File: src/rtl/apu_reg_writer.sv
// Triangle-channel register writer: parses address/data byte pairs from the serial
// receiver into the triangle registers and runs the APU frame sequencer ($4017).
module apu_reg_writer #(
    parameter int FRAME_DIV = 7457,
    parameter int TIMEOUT   = 1024
) (
    input  logic       clk,
    input  logic       rst,
    input  logic [7:0] rx_data,
    input  logic       rx_valid,
    output logic [7:0] reg_4008,
    output logic [7:0] reg_400A,
    output logic [7:0] reg_400B,
    output logic       reg_event,
    output logic       enable_240hz,
    output logic       enable_120hz
);

    localparam int DW = $clog2(FRAME_DIV);
    localparam int TW = $clog2(TIMEOUT);

    typedef enum logic {
        ST_ADDR = 1'b0,
        ST_DATA = 1'b1
    } state_t;

    state_t          r_state;
    state_t          w_state_nxt;
    logic [4:0]      r_index;
    logic            r_addr_ok;
    logic [TW-1:0]   r_tcnt;
    logic            w_write;
    logic            w_wr_4008;
    logic            w_wr_400A;
    logic            w_wr_400B;
    logic            w_wr_4017;

    logic            r_mode;
    logic [DW-1:0]   r_div;
    logic [2:0]      r_step;
    logic            w_tc;
    logic            w_last_step;
    logic            w_q_step;
    logic            w_h_step;

    // Parser state register
    always_ff @(posedge clk or posedge rst) begin
        if (rst) begin
            r_state <= ST_ADDR;
        end else begin
            r_state <= w_state_nxt;
        end
    end

    // Parser next state; a valid strobe takes priority over the timeout
    always_comb begin
        w_state_nxt = r_state;
        w_write     = 1'b0;
        case (r_state)
            ST_ADDR: begin
                if (rx_valid) begin
                    w_state_nxt = ST_DATA;
                end else begin
                    w_state_nxt = ST_ADDR;
                end
            end
            ST_DATA: begin
                if (rx_valid) begin
                    w_write     = r_addr_ok;
                    w_state_nxt = ST_ADDR;
                end else if (r_tcnt == TW'(TIMEOUT - 1)) begin
                    w_state_nxt = ST_ADDR;
                end else begin
                    w_state_nxt = ST_DATA;
                end
            end
            default: begin
                w_state_nxt = ST_ADDR;
            end
        endcase
    end

    // Address latch and inter-byte timeout counter
    always_ff @(posedge clk or posedge rst) begin
        if (rst) begin
            r_index   <= 5'd0;
            r_addr_ok <= 1'b0;
            r_tcnt    <= '0;
        end else if ((r_state == ST_ADDR) && rx_valid) begin
            r_index   <= rx_data[4:0];
            r_addr_ok <= (rx_data[7:5] == 3'b000) && (rx_data[4:0] <= 5'h17);
            r_tcnt    <= '0;
        end else if ((r_state == ST_DATA) && !rx_valid) begin
            r_tcnt    <= r_tcnt + TW'(1);
        end
    end

    assign w_wr_4008 = w_write && (r_index == 5'h08);
    assign w_wr_400A = w_write && (r_index == 5'h0A);
    assign w_wr_400B = w_write && (r_index == 5'h0B);
    assign w_wr_4017 = w_write && (r_index == 5'h17);

    // Triangle register file and $400B write strobe
    always_ff @(posedge clk or posedge rst) begin
        if (rst) begin
            reg_4008  <= 8'h00;
            reg_400A  <= 8'h00;
            reg_400B  <= 8'h00;
            reg_event <= 1'b0;
        end else begin
            if (w_wr_4008) begin
                reg_4008 <= rx_data;
            end
            if (w_wr_400A) begin
                reg_400A <= rx_data;
            end
            if (w_wr_400B) begin
                reg_400B <= rx_data;
            end
            reg_event <= w_wr_400B;
        end
    end

    // Mode 1 is the 5-step sequence whose step 3 is silent
    assign w_tc        = (r_div == DW'(FRAME_DIV - 1));
    assign w_last_step = r_mode ? (r_step == 3'd4) : (r_step == 3'd3);
    assign w_q_step    = r_mode ? (r_step != 3'd3) : 1'b1;
    assign w_h_step    = r_mode ? ((r_step == 3'd1) || (r_step == 3'd4))
                                : ((r_step == 3'd1) || (r_step == 3'd3));

    // Frame sequencer; a $4017 write overrides a coincident terminal count
    always_ff @(posedge clk or posedge rst) begin
        if (rst) begin
            r_mode       <= 1'b0;
            r_div        <= '0;
            r_step       <= 3'd0;
            enable_240hz <= 1'b0;
            enable_120hz <= 1'b0;
        end else if (w_wr_4017) begin
            r_mode       <= rx_data[7];
            r_div        <= '0;
            r_step       <= 3'd0;
            enable_240hz <= rx_data[7];
            enable_120hz <= rx_data[7];
        end else if (w_tc) begin
            r_div        <= '0;
            r_step       <= w_last_step ? 3'd0 : (r_step + 3'd1);
            enable_240hz <= w_q_step;
            enable_120hz <= w_h_step;
        end else begin
            r_div        <= r_div + DW'(1);
            enable_240hz <= 1'b0;
            enable_120hz <= 1'b0;
        end
    end

endmodule

File: config.mk
export PLATFORM = sky130hd
export DESIGN_NAME = apu_reg_writer
export DESIGN_NICKNAME = d
export VERILOG_FILES = /design/src/rtl/apu_reg_writer.sv
export SDC_FILE = /design/constraint.sdc
export NUM_CORES = 1
export LEC_CHECK = 0
export CORE_ASPECT_RATIO = 1.2
export CORE_MARGIN = 4
export CORE_UTILIZATION = 58
export DETAILED_ROUTE_END_ITERATION = 16
export PLACE_DENSITY = 0.84
export SLEW_MARGIN = 40
export SYNTH_ARGS = -nofsm -noshare
export SYNTH_HDL_FRONTEND = slang
export SYNTH_SLANG_ARGS = --single-unit
File: constraint.sdc
create_clock -name clk -period 5.5 [get_ports clk]
set_clock_uncertainty 0.2 [all_clocks]
set_input_delay 1.1 -clock clk [delete_from_list [all_inputs] [get_ports clk]]
set_output_delay 1.1 -clock clk [all_outputs]
set_load 0.03 [all_outputs]
# Yosys cells after proc, flatten, opt, wreduce, memory -nomap -nowiden
# Index checks and enable logic that the tools add are counted.
totals:
  ff_bits: 61
  wordCells: 61
classes:
  n_addsub: 3
  magnitude_cmp: 1
  n_eq_ne: 10
  mux: 20
  bitwise_logic: 1
  n_reduce_logical: 13
ops:
  columns: ["cell", "n"]
  rows:
  - ["2-to-1 mux 13 bit", 2]
  - ["2-to-1 mux 10 bit", 2]
  - ["== test 5 x 4 -> 1 bit, second input constant", 3]
  - ["adder 13 x 1 -> 13 bit, second input constant", 1]
  - ["== test 13 bit, second input constant", 1]
  - ["2-to-1 mux 1 bit", 12]
  - ["adder 10 x 1 -> 10 bit, second input constant", 1]
  - ["== test 10 bit, second input constant", 1]
  - ["2-to-1 mux 3 bit", 3]
  - ["logical AND 1 bit", 7]
  - ["== test 5 bit, second input constant", 1]
  - ["less-or-equal comparator 5 bit, second input constant", 1]
  - ["nonzero test 2 bit", 2]
  - ["adder 3 x 1 -> 3 bit, second input constant", 1]
  - ["== test 3 x 1 -> 1 bit, second input constant", 1]
  - ["== test 3 x 2 -> 1 bit, second input constant", 1]
  - ["== test 3 bit, second input constant", 1]
  - ["logical NOT 3 bit", 1]
  - ["inequality test 3 x 2 -> 1 bit, second input constant", 1]
  - ["logical OR 1 bit", 2]
  - ["case mux 1 bit (2 select lines)", 1]
  - ["logical NOT 1 bit", 1]
  - ["NOT 1 bit", 1]

# Longest topological paths before layout
logic_depth:
  word_depth: 5
  ltp_mapped: 8
  ltp_nobuf: 6

# Worst setup path before layout
# No wires, ideal clock.
synth_path:
  path_type: "input to register"
  start: "input port rx_valid"
  end: "register reg_400A[0]"
  setup_time_ps: 125
  t_arrival_ps: 2341
  path_slack_ps: 2834
  cell_stages: 5
  n_path_buf: 1
  path_cell_list: "nand4_1 -> or3_4 -> or3b_1 -> buf_6 -> mux2_4"
synth_via:
  elab_chain_cells: 3
synth_lines:
  columns: ["element", "line_no", "source"]
  rows:
  - ["from (decl)", "10", "input logic rx_valid,"]
  - ["2-to-1 mux 1 bit", "68", "if (rx_valid) begin"]
  - ["2-to-1 mux 1 bit", "59", "case (r_state)"]
  - ["logical AND 1 bit", "99", "assign w_wr_400A = w_write && (r_index == 5'h0A);"]
  - ["to (signal assigned)", "115", "reg_400A <= rx_data;"]
  - ["to (decl)", "12", "output logic [7:0] reg_400A,"]
# Every way passes these cells.
# A chain may end at the register's enable or synchronous reset.

# Final worst setup path
layout_path:
  start: "input port rx_valid"
  end: "register reg_400A[1]"
# The elaborated chain is that of the path after synthesis.

==> reports/metrics.csv <==
metric;value;unit
# Max-Cap Violations;0;
Final GP Congestion;0.786;
CTS tree;built;
Setup TNS Final;0;ps
H-tree Lvls;3;
share of layout cells above drive strength 1;19.1;%
synth cell count leaders;61 x dfrtp_1, 22 x nor2_1, 21 x mux2_2;
first-pass iteration count of the detailed router;4;
sw frac;28.0;%
cell row count;27;
Routed WL;5.24;mm
largest net degree at the start of global routing;62;
number of global-route vias before repair;1924;
Num CTS Buffers;9;
Final ANT Viol Nets;0;
antenna violations before repair;0;
slew margin rel.;51.1;%
Worst Reg-to-Reg Cells;4;
max incr delay on CP;600;ps
total track usage;19.9;%
Worst-Margin Slew;726;ps
worst path required time;5520;ps
Area growth syn-to-layout;22.8;%
postcts setup bufs;0;
most common cell in the netlist;dfrtp_1;
port buffer count;37;
post-synthesis cell count;223;
Levels on crit path;5;
Worst Path Arrival;3100;ps
Max FO, Critical Path;8;
clk_lat worst skew;340;ps
Static Leak;1.57;nW
top post-synthesis cells by area;dfrtp_1 56%, mux2_2 8.7%, mux2_4 4.4%;
Worst Path Buf+Inv;1;
Vias/cell;5.50;
net count after synthesis;241;
Power Dens Cells;335;mW/mm^2
CTS Hold Buffers Added;0;
EDFF count, synth;0;
Hold Path Class;reg -> reg;
initial DRC count;101;
WL/cell;15.9;um
Worst setup SP type;primary input;
final hold vios;0;
routed vias;1815;
Die Span Y;82.9;um
Sink Count;61;
VDD IR max;252;uV
Seq/Total Area, Yosys;56.3;%
worst-path cell chain;clkdlybuf4s50_1 -> nand4_1 -> or3_4 -> or3b_1 -> mux2_4;
Tot Pwr;1.12;mW
Synth Warn #;0;
outcome;finished clean;
Synth async-reset ratio;100;%
Synth top area share;56.3;%
achievable frequency;0.324;GHz
switching power;0.312;mW
Synth area leader;dfrtp_1;
syn avg cell area;12.2;um^2
core footprint;0.00456;mm^2
grt ovf;0;
P_int;0.804;mW
Nets;285;
RSZ-0062 raised after global routing;false;
Initial Utilization;59.5;%
Placed Instance Area;0.00313;mm^2
Crit. End Element;flop;
Largest delay share family, worst path;simple AND/OR/NAND/NOR gates;
PostCTS Resize Cnt;0;
Die ar.;0.00584;mm^2
drt drc;0;
clk root buf;clkbuf_8;
clock share of power;34.2;%
fin crit period;3090;ps
flops & latches, synth;61;
DP HPWL;3.60;mm
post-route cell area;0.00333;mm^2
hold depth;1;
Netlist Area Pre-Place;0.00271;mm^2
CP max-delay cell;or3b_1;
Synth cell types;42;
clock slew seen by the registers of the worst setup and hold paths;60;ps
Tcrit/Tclk final;56.1;%
first-pass GRT wire length;9.06;mm
n_diodes;0;
kind of critical path;in -> reg;
DIE WIDTH;70.4;um
# IOs;38;
Final setup viols;0;
DP Cell Count;314;
Final Non-Filler Cells;330;
Clock Path Buffers;2;
Comb power frac;15.1;%
sequential power share;50.6;%
most used flip-flop cell after synthesis;dfrtp_1;
fin. max-slew vios;0;
## stage by stage
stage,setup slack (ps),hold WS (ps),util (%)
floorplan,2690,259,-
global placement,2120,286,68.7
detailed placement,2050,298,68.7
CTS,2420,312,72.9
global route,2360,329,73.0
finish,2410,309,73.0
## flip-flops by register name (all words and copies together) (netlist names), 3 cells and up
| name | flops |
|---|---|
| r_index | 5 |
| reg_400B | 8 |
| r_step | 3 |
| r_tcnt | 10 |
| r_div | 13 |
| reg_4008 | 8 |
| reg_400A | 8 |
## final cells by class
class                   count  area [um^2]
well taps                  58         72.6
repair buffers             38          382
inverters                   9         33.8
clock inverters             5         50.0
clock buffers              11          141
fillers                   307         1230
flip-flops and latches     61         1530
multi-input cells         148         1120
## kinds of logic (layout without fill, tap and decap cells)
family / count (synthesis) / count (layout) / share of synthesized area (%)
AO/OA/AOI/OAI: 24 / 24 / 5.45
XOR/XNOR: 14 / 14 / 4.52
adder cells (fa/ha/maj): 7 / 7 / 3.23
buffers and inverters: 14 / 63 / 2.26
flip-flops: 61 / 61 / 56.3
multiplexers: 30 / 30 / 13.5
AND/OR/NAND/NOR: 73 / 73 / 14.7
## power by group through the flow
stage               clock network (mW)  registers (mW)  logic [mW]
floorplan                            0           0.580      0.0926
global placement                     0           0.569       0.160
detailed placement                   0           0.570       0.167
CTS                              0.391           0.563       0.170
global route                     0.412           0.573       0.190
finish                           0.382           0.565       0.169
## per-layer routing
metal / track usage (%) / routed length, um / vias to the layer above
met5: 0 / 0 / -
met4: 7.84 / 104 / 0
met3: 5.93 / 218 / 9
met2: 33.4 / 2730 / 40
met1: 23.8 / 2180 / 890
li1: - / - / 876
## final timing paths
| path | from | to | slack (ps) |
|---|---|---|---|
| max in group asynchronous | rst | r_tcnt[8] | 3710 |
| setup reg to reg | r_addr_ok | reg_400A[1] | 3370 |
| hold / removal | reg_4008[3] | reg_4008[3] | 310 |
| hold reg to reg | reg_4008[3] | reg_4008[3] | 310 |
| setup / recovery | rx_valid | reg_400A[1] | 2410 |
| min in group asynchronous | rst | r_tcnt[0] | 990 |
## cell usage in the layout, fill, tap and decap left out, types with 4 or more instances in the layout
cell type,n
nor2_1,22
inv_1,8
nand2_1,12
and4_1,4
clkbuf_8,10
mux2_4,8
o21ai_0,12
dfrtp_1,61
clkinv_2,4
clkdlybuf4s50_1,37
nand4_1,7
xor2_1,12
mux2_2,21
ha_1,7
nand3_1,6
(Power assumes the default switching activity.)
==> RTL edit 1, RTL diff (same settings) <==
Make the reset (`rst`) synchronous in 4 clocked blocks.
--- a/src/rtl/apu_reg_writer.sv
+++ b/src/rtl/apu_reg_writer.sv
@@ -46,3 +46,3 @@
     // Parser state register
-    always_ff @(posedge clk or posedge rst) begin
+    always_ff @(posedge clk) begin
         if (rst) begin
@@ -83,3 +83,3 @@
     // Address latch and inter-byte timeout counter
-    always_ff @(posedge clk or posedge rst) begin
+    always_ff @(posedge clk) begin
         if (rst) begin
@@ -103,3 +103,3 @@
     // Triangle register file and $400B write strobe
-    always_ff @(posedge clk or posedge rst) begin
+    always_ff @(posedge clk) begin
         if (rst) begin
@@ -131,3 +131,3 @@
     // Frame sequencer; a $4017 write overrides a coincident terminal count
-    always_ff @(posedge clk or posedge rst) begin
+    always_ff @(posedge clk) begin
         if (rst) begin
Function: differs if rst is asserted again (counterexample within 4 cycles, from zero or initial values and one cycle with rst high); with rst held inactive, the same outputs for 10 cycles.
==> RTL edit 1 against the original RTL <==
- cell area down 5.8%
- utilization rose by 4.7 points
- critical path depth unchanged
- global-route usage rose by 2.2 points
- wire length down 3.0%
- worst setup slack worse by 0.075 ns
- area after synthesis down 7.8%
- die area fell by 7.0%
- synthesized cell count rose by 23%
- sequential cell count unchanged
Power is not compared: it rests on default switching activity, and its combinational part moved more than twofold at a synthesized area within 25%.
==> RTL edit 1: results (changes against the original RTL) <==
[logic_synthesis]
synth-compound-area-share_pct=6.009  ; +0.56 points
synth_sequential_area_ratio_pct=48.87  ; -7.4 points
post_synth_xor_area_fraction_pct=5.959  ; +1.4 points
synth.mux.area_fraction_pct=10.42  ; -3.1 points
postSynth.asyncResetShare_pct=0  ; -100 points
synth_area_leaders=sky130_fd_sc_hd__dfxtp_1 49%, sky130_fd_sc_hd__mux2i_1 10%, sky130_fd_sc_hd__nor2_1 8.0%, sky130_fd_sc_hd__nand2_1 3.6%, sky130_fd_sc_hd__xnor2_1 3.2%
synth.net_count=292  ; +21%
yosys.cell_types.count=36  ; -14%
synth_cells=275  ; +23%
synth_adder_area_share_pct=3.005  ; -0.23 points

[worst_setup_path]
reg2reg_setup_slack_ns=3.05  ; -0.32 ns
timing.critical_path.fanout_max=13  ; +5
launch_instance_of_the_worst_register_to_register_path=r_div[2]
timing.rr.end=r_div[8]
worst_path_max_delay_cell=sky130_fd_sc_hd__clkdlybuf4s50_1
cp_slowest_stage_delay_ns=0.62  ; +0.02 ns

[placement]
number_of_placed_instances_with_taps_included=355  ; +13%
gp_routability_congestion=0.7147  ; -9.0%
detailed_place.area_sq_um=2912  ; -7.1%
dpl.hpwl_mm=3.478  ; -3.3%

[global_route]
gr-usage-met3_pct=5.775  ; -0.16 points
grt_pass1_wl_mm=8.963  ; -1.1%
grt_max_degree=40  ; -35%
gr-usage-met2_pct=35.93  ; +2.5 points
first_global_vias=1955  ; +1.6%

[cells_and_area]
filler_cell_count=259  ; -16%
fin_nets=329  ; +15%
largest_registers_in_the_final_layout=r_div: 13 flops, r_tcnt: 10 flops
drive_above_1_share_pct=5.994  ; -13 points

[routing]
first_iter_violations=100  ; -0.99%
drt-wirelength-per-cell_um=13.71  ; -14%

[min_path]
hold-path-endpoint=r_addr_ok
hold_path.startpoint=r_addr_ok
min_delay_path_depth=2  ; +1

[outcome]
status=finished clean

[timing]
max_slew_margin_pct=53.69  ; +2.6 points

RTL edit 1: cell count changes after synthesis, sizes merged, moves of 7 or more:
cell and change:
dfrtp -61, dfxtp +61, nor2 +30, mux2 -29, mux2i +25, a21oi +14
nand2 +12, o21ai -9, clkbuf +7, xnor2 +7
RTL edit 1: worst max-delay path by stage:
stage | startpoint | slack, ns | end
6_report | rx_valid | 2.34 | r_div[8]
5_1_grt | rx_valid | 2.15 | r_div[6]
4_1_cts | rx_valid | 2.33 | r_div[8]
3_5_place_dp | rx_valid | 1.99 | r_div[10]
3_3_place_gp | rx_valid | 2.02 | reg_4008[5]
2_1_floorplan | rx_valid | 2.83 | reg_4008[0]
RTL edit 1: cell families after synthesis:
| kind of cell | Yosys count |
|---|---|
| compound gates | 25 |
| xor+xnor | 17 |
| fa+ha+maj | 6 |
| buf+inv | 21 |
| flops | 61 |
| mux | 26 |
| simple gates | 119 |
RTL edit 1: through the flow:
step,total power [mW],setup WS (ns),hold slack [ns]
3_3_place_gp,0.4955,2.021,0.2437
3_5_place_dp,0.4973,1.987,0.2569
5_1_grt,0.9679,2.154,0.2982
6_report,0.9307,2.340,0.2829
4_1_cts,0.9375,2.328,0.2818
2_1_floorplan,0.4808,2.827,0.2297
RTL edit 1: cell type report:
| type | instances | area share [%] |
|---|---|---|
| Inverter | 9 | 1.077 |
| Sequential cell | 61 | 38.93 |
| Clock buffer | 12 | 4.946 |
| Tap cell | 54 | 2.154 |
| Timing Repair Buffer | 38 | 12.05 |
| Multi-Input combinational cell | 193 | 38.61 |
| Clock inverter | 4 | 2.234 |
RTL edit 1: routing by layer:
metal,up-vias,part of all wire [%]
met1,937,45
li1,1011,-
met3,11,3.9
met2,42,49
met4,0,2.1
met5,-,0
==> RTL edit 2, RTL diff (same settings) <==
Without the edit above. Change the parameter `TIMEOUT` from 1024 to 2048.
--- a/src/rtl/apu_reg_writer.sv
+++ b/src/rtl/apu_reg_writer.sv
@@ -4,3 +4,3 @@
     parameter int FRAME_DIV = 7457,
-    parameter int TIMEOUT   = 1024
+    parameter int TIMEOUT   = 2048
 ) (
Formal check against the unedited RTL: same outputs for any inputs over 10 cycles, from zero or initial values and one cycle with rst high; that may be too few to reach the edited logic, so the function may still have changed.
==> RTL edit 2 against the original RTL <==
- critical path depth unchanged
- wire length rose by 6.5%
- power is 5.2% higher
- area after synthesis up 2.2%
- die area up 2.0%
- sequential cell count grew 1
- worst hold slack worse by 0.0020 ns
- cell area rose by 2.0%
- sequential power grew 3%
- worst setup slack lost 0.20 ns
- synthesized cell count up 2.2%
- largest cell class unchanged
==> RTL edit 2: results (changes against the original RTL) <==
[logic_synthesis]
syn_area_per_cell_sq_um=12.16  ; about the same
yosys.cell_types.count=44  ; +4.8%
synth_area_leaders=sky130_fd_sc_hd__dfrtp_1 56%, sky130_fd_sc_hd__mux2_2 8.9%, sky130_fd_sc_hd__mux2_4 4.3%, sky130_fd_sc_hd__xor2_1 3.5%, sky130_fd_sc_hd__ha_1 3.2%
synth_top_cells_by_count=62 x sky130_fd_sc_hd__dfrtp_1, 22 x sky130_fd_sc_hd__mux2_2, 19 x sky130_fd_sc_hd__nor2_1
synth_sequential_area_ratio_pct=55.98  ; -0.32 points
postSynth.asyncResetShare_pct=100.0  ; unchanged
count_of_warnings_emitted_by_yosys=0  ; unchanged
synth.net_count=246  ; +2.1%

[worst_setup_path]
timing.rr.end=reg_400A[5]
cp_slowest_stage_delay_ns=0.63  ; +0.03 ns
ff2ff_path_depth=4  ; unchanged
cp_class=input port to flip-flop
worst_path_max_delay_cell=sky130_fd_sc_hd__or3b_1
reg2reg_setup_slack_ns=3.14  ; -0.23 ns
arrival_ns=3.30  ; +0.20 ns
path_delay_family=simple AND/OR/NAND/NOR gates

[cells_and_area]
drive_above_1_share_pct=19.13  ; about the same
fin_nets=290  ; +1.8%
num_antenna_cells=0  ; unchanged
largest_registers_in_the_final_layout=r_div: 13 flops, r_tcnt: 11 flops
largest_register_ffs=13  ; unchanged

[min_path]
min_delay_path_depth=1  ; unchanged
worst_hold_path_type=flip-flop to flip-flop

[global_route]
grt_max_degree=33  ; -47%
first_global_vias=1893  ; -1.6%
grt_pass1_wl_mm=9.397  ; +3.7%
grt_use_total_pct=20.69  ; +0.78 points

[timing]
minimum_hold_slack_ns=0.3073  ; -0.001950 ns
timing_max_transition_violations_final=0  ; unchanged
max_slew_margin_pct=54.45  ; +3.3 points
timing.fmax_mhz=304.7  ; -6.0%

[placement]
gp_routability_congestion=0.7990  ; +1.7%
dpl.hpwl_mm=3.927  ; +9.2%
number_of_placed_instances_with_taps_included=319  ; +1.6%
detailed_place.area_sq_um=3196  ; +2.0%
dp_slack_ns=1.894  ; -0.1603 ns

[power]
leakagePower_nw=1.574  ; about the same
ir_worst_vdd_mv=0.2216  ; -12%

[outcome]
status=finished clean

[routing]
detailedRoute.firstPassIterationCount=5  ; +1
remaining_drc_errors=0  ; unchanged
routed_via_density=5.472  ; -0.52%
routed_wl_mm=5.581  ; +6.5%
first_iter_violations=153  ; +51%
routed-via-count=1833  ; +0.99%
drt.antenna.violating_nets=0  ; unchanged

[cts]
cts_max_level=3  ; unchanged
cts_setup_buffers=0  ; unchanged
cts-root-buf=sky130_fd_sc_hd__clkbuf_8

-- RTL edit 2: cell families after synthesis --
| family | synth area share, % |
|---|---|
| xor gates and xnor gates | 4.424 |
| and+or+nand+nor | 14.94 |
| DFF | 55.98 |
| buffers and inverters | 2.167 |
| AOI/OAI and AO/OA | 5.689 |
| adders and majority gates | 3.160 |
| muxes | 13.63 |
-- RTL edit 2: worst reg2reg max path: stages (launching register included) --
cell and delay, ns:
sky130_fd_sc_hd__dfrtp_1 0.39, sky130_fd_sc_hd__nand3_1 0.12, sky130_fd_sc_hd__or4b_4 0.52, sky130_fd_sc_hd__or3b_1 0.63, sky130_fd_sc_hd__mux2_4 0.39
-- RTL edit 2: metal layers --
layer	vias up	wire, um	global-route usage (%)
li1	904	-	-
met1	889	2357	24.60
met2	25	2957	35.11
met3	15	128	4.578
met4	0	138	9.744
met5	-	0	0
-- RTL edit 2: how the worst min path moves through the flow --
| stage | from | to |
|---|---|---|
| after floorplan | r_tcnt[4] | r_tcnt[4] |
| after global placement | reg_400B[5] | reg_400B[5] |
| after detailed placement | reg_400B[7] | reg_400B[7] |
| after CTS | r_div[0] | r_div[0] |
| after global routing | r_tcnt[4] | r_tcnt[4] |
| final | r_div[0] | r_div[0] |
-- RTL edit 2: cell type report --
type | count | area (sq um)
clock buffers | 12 | 155.1
multi-input cells | 152 | 1160
flip-flops and latches | 62 | 1551
well taps | 58 | 72.57
inverters | 9 | 33.78
clock inverters | 4 | 45.04
fillers | 333 | 1199
repair buffers | 38 | 377.9
-- RTL edit 2: report_power, final --
group	switching (mW)	total, mW	internal [mW]
sequential	0.0680	0.583	0.515
combinational	0.102	0.192	0.0904
clock	0.167	0.398	0.232
total	0.337	1.17	0.837
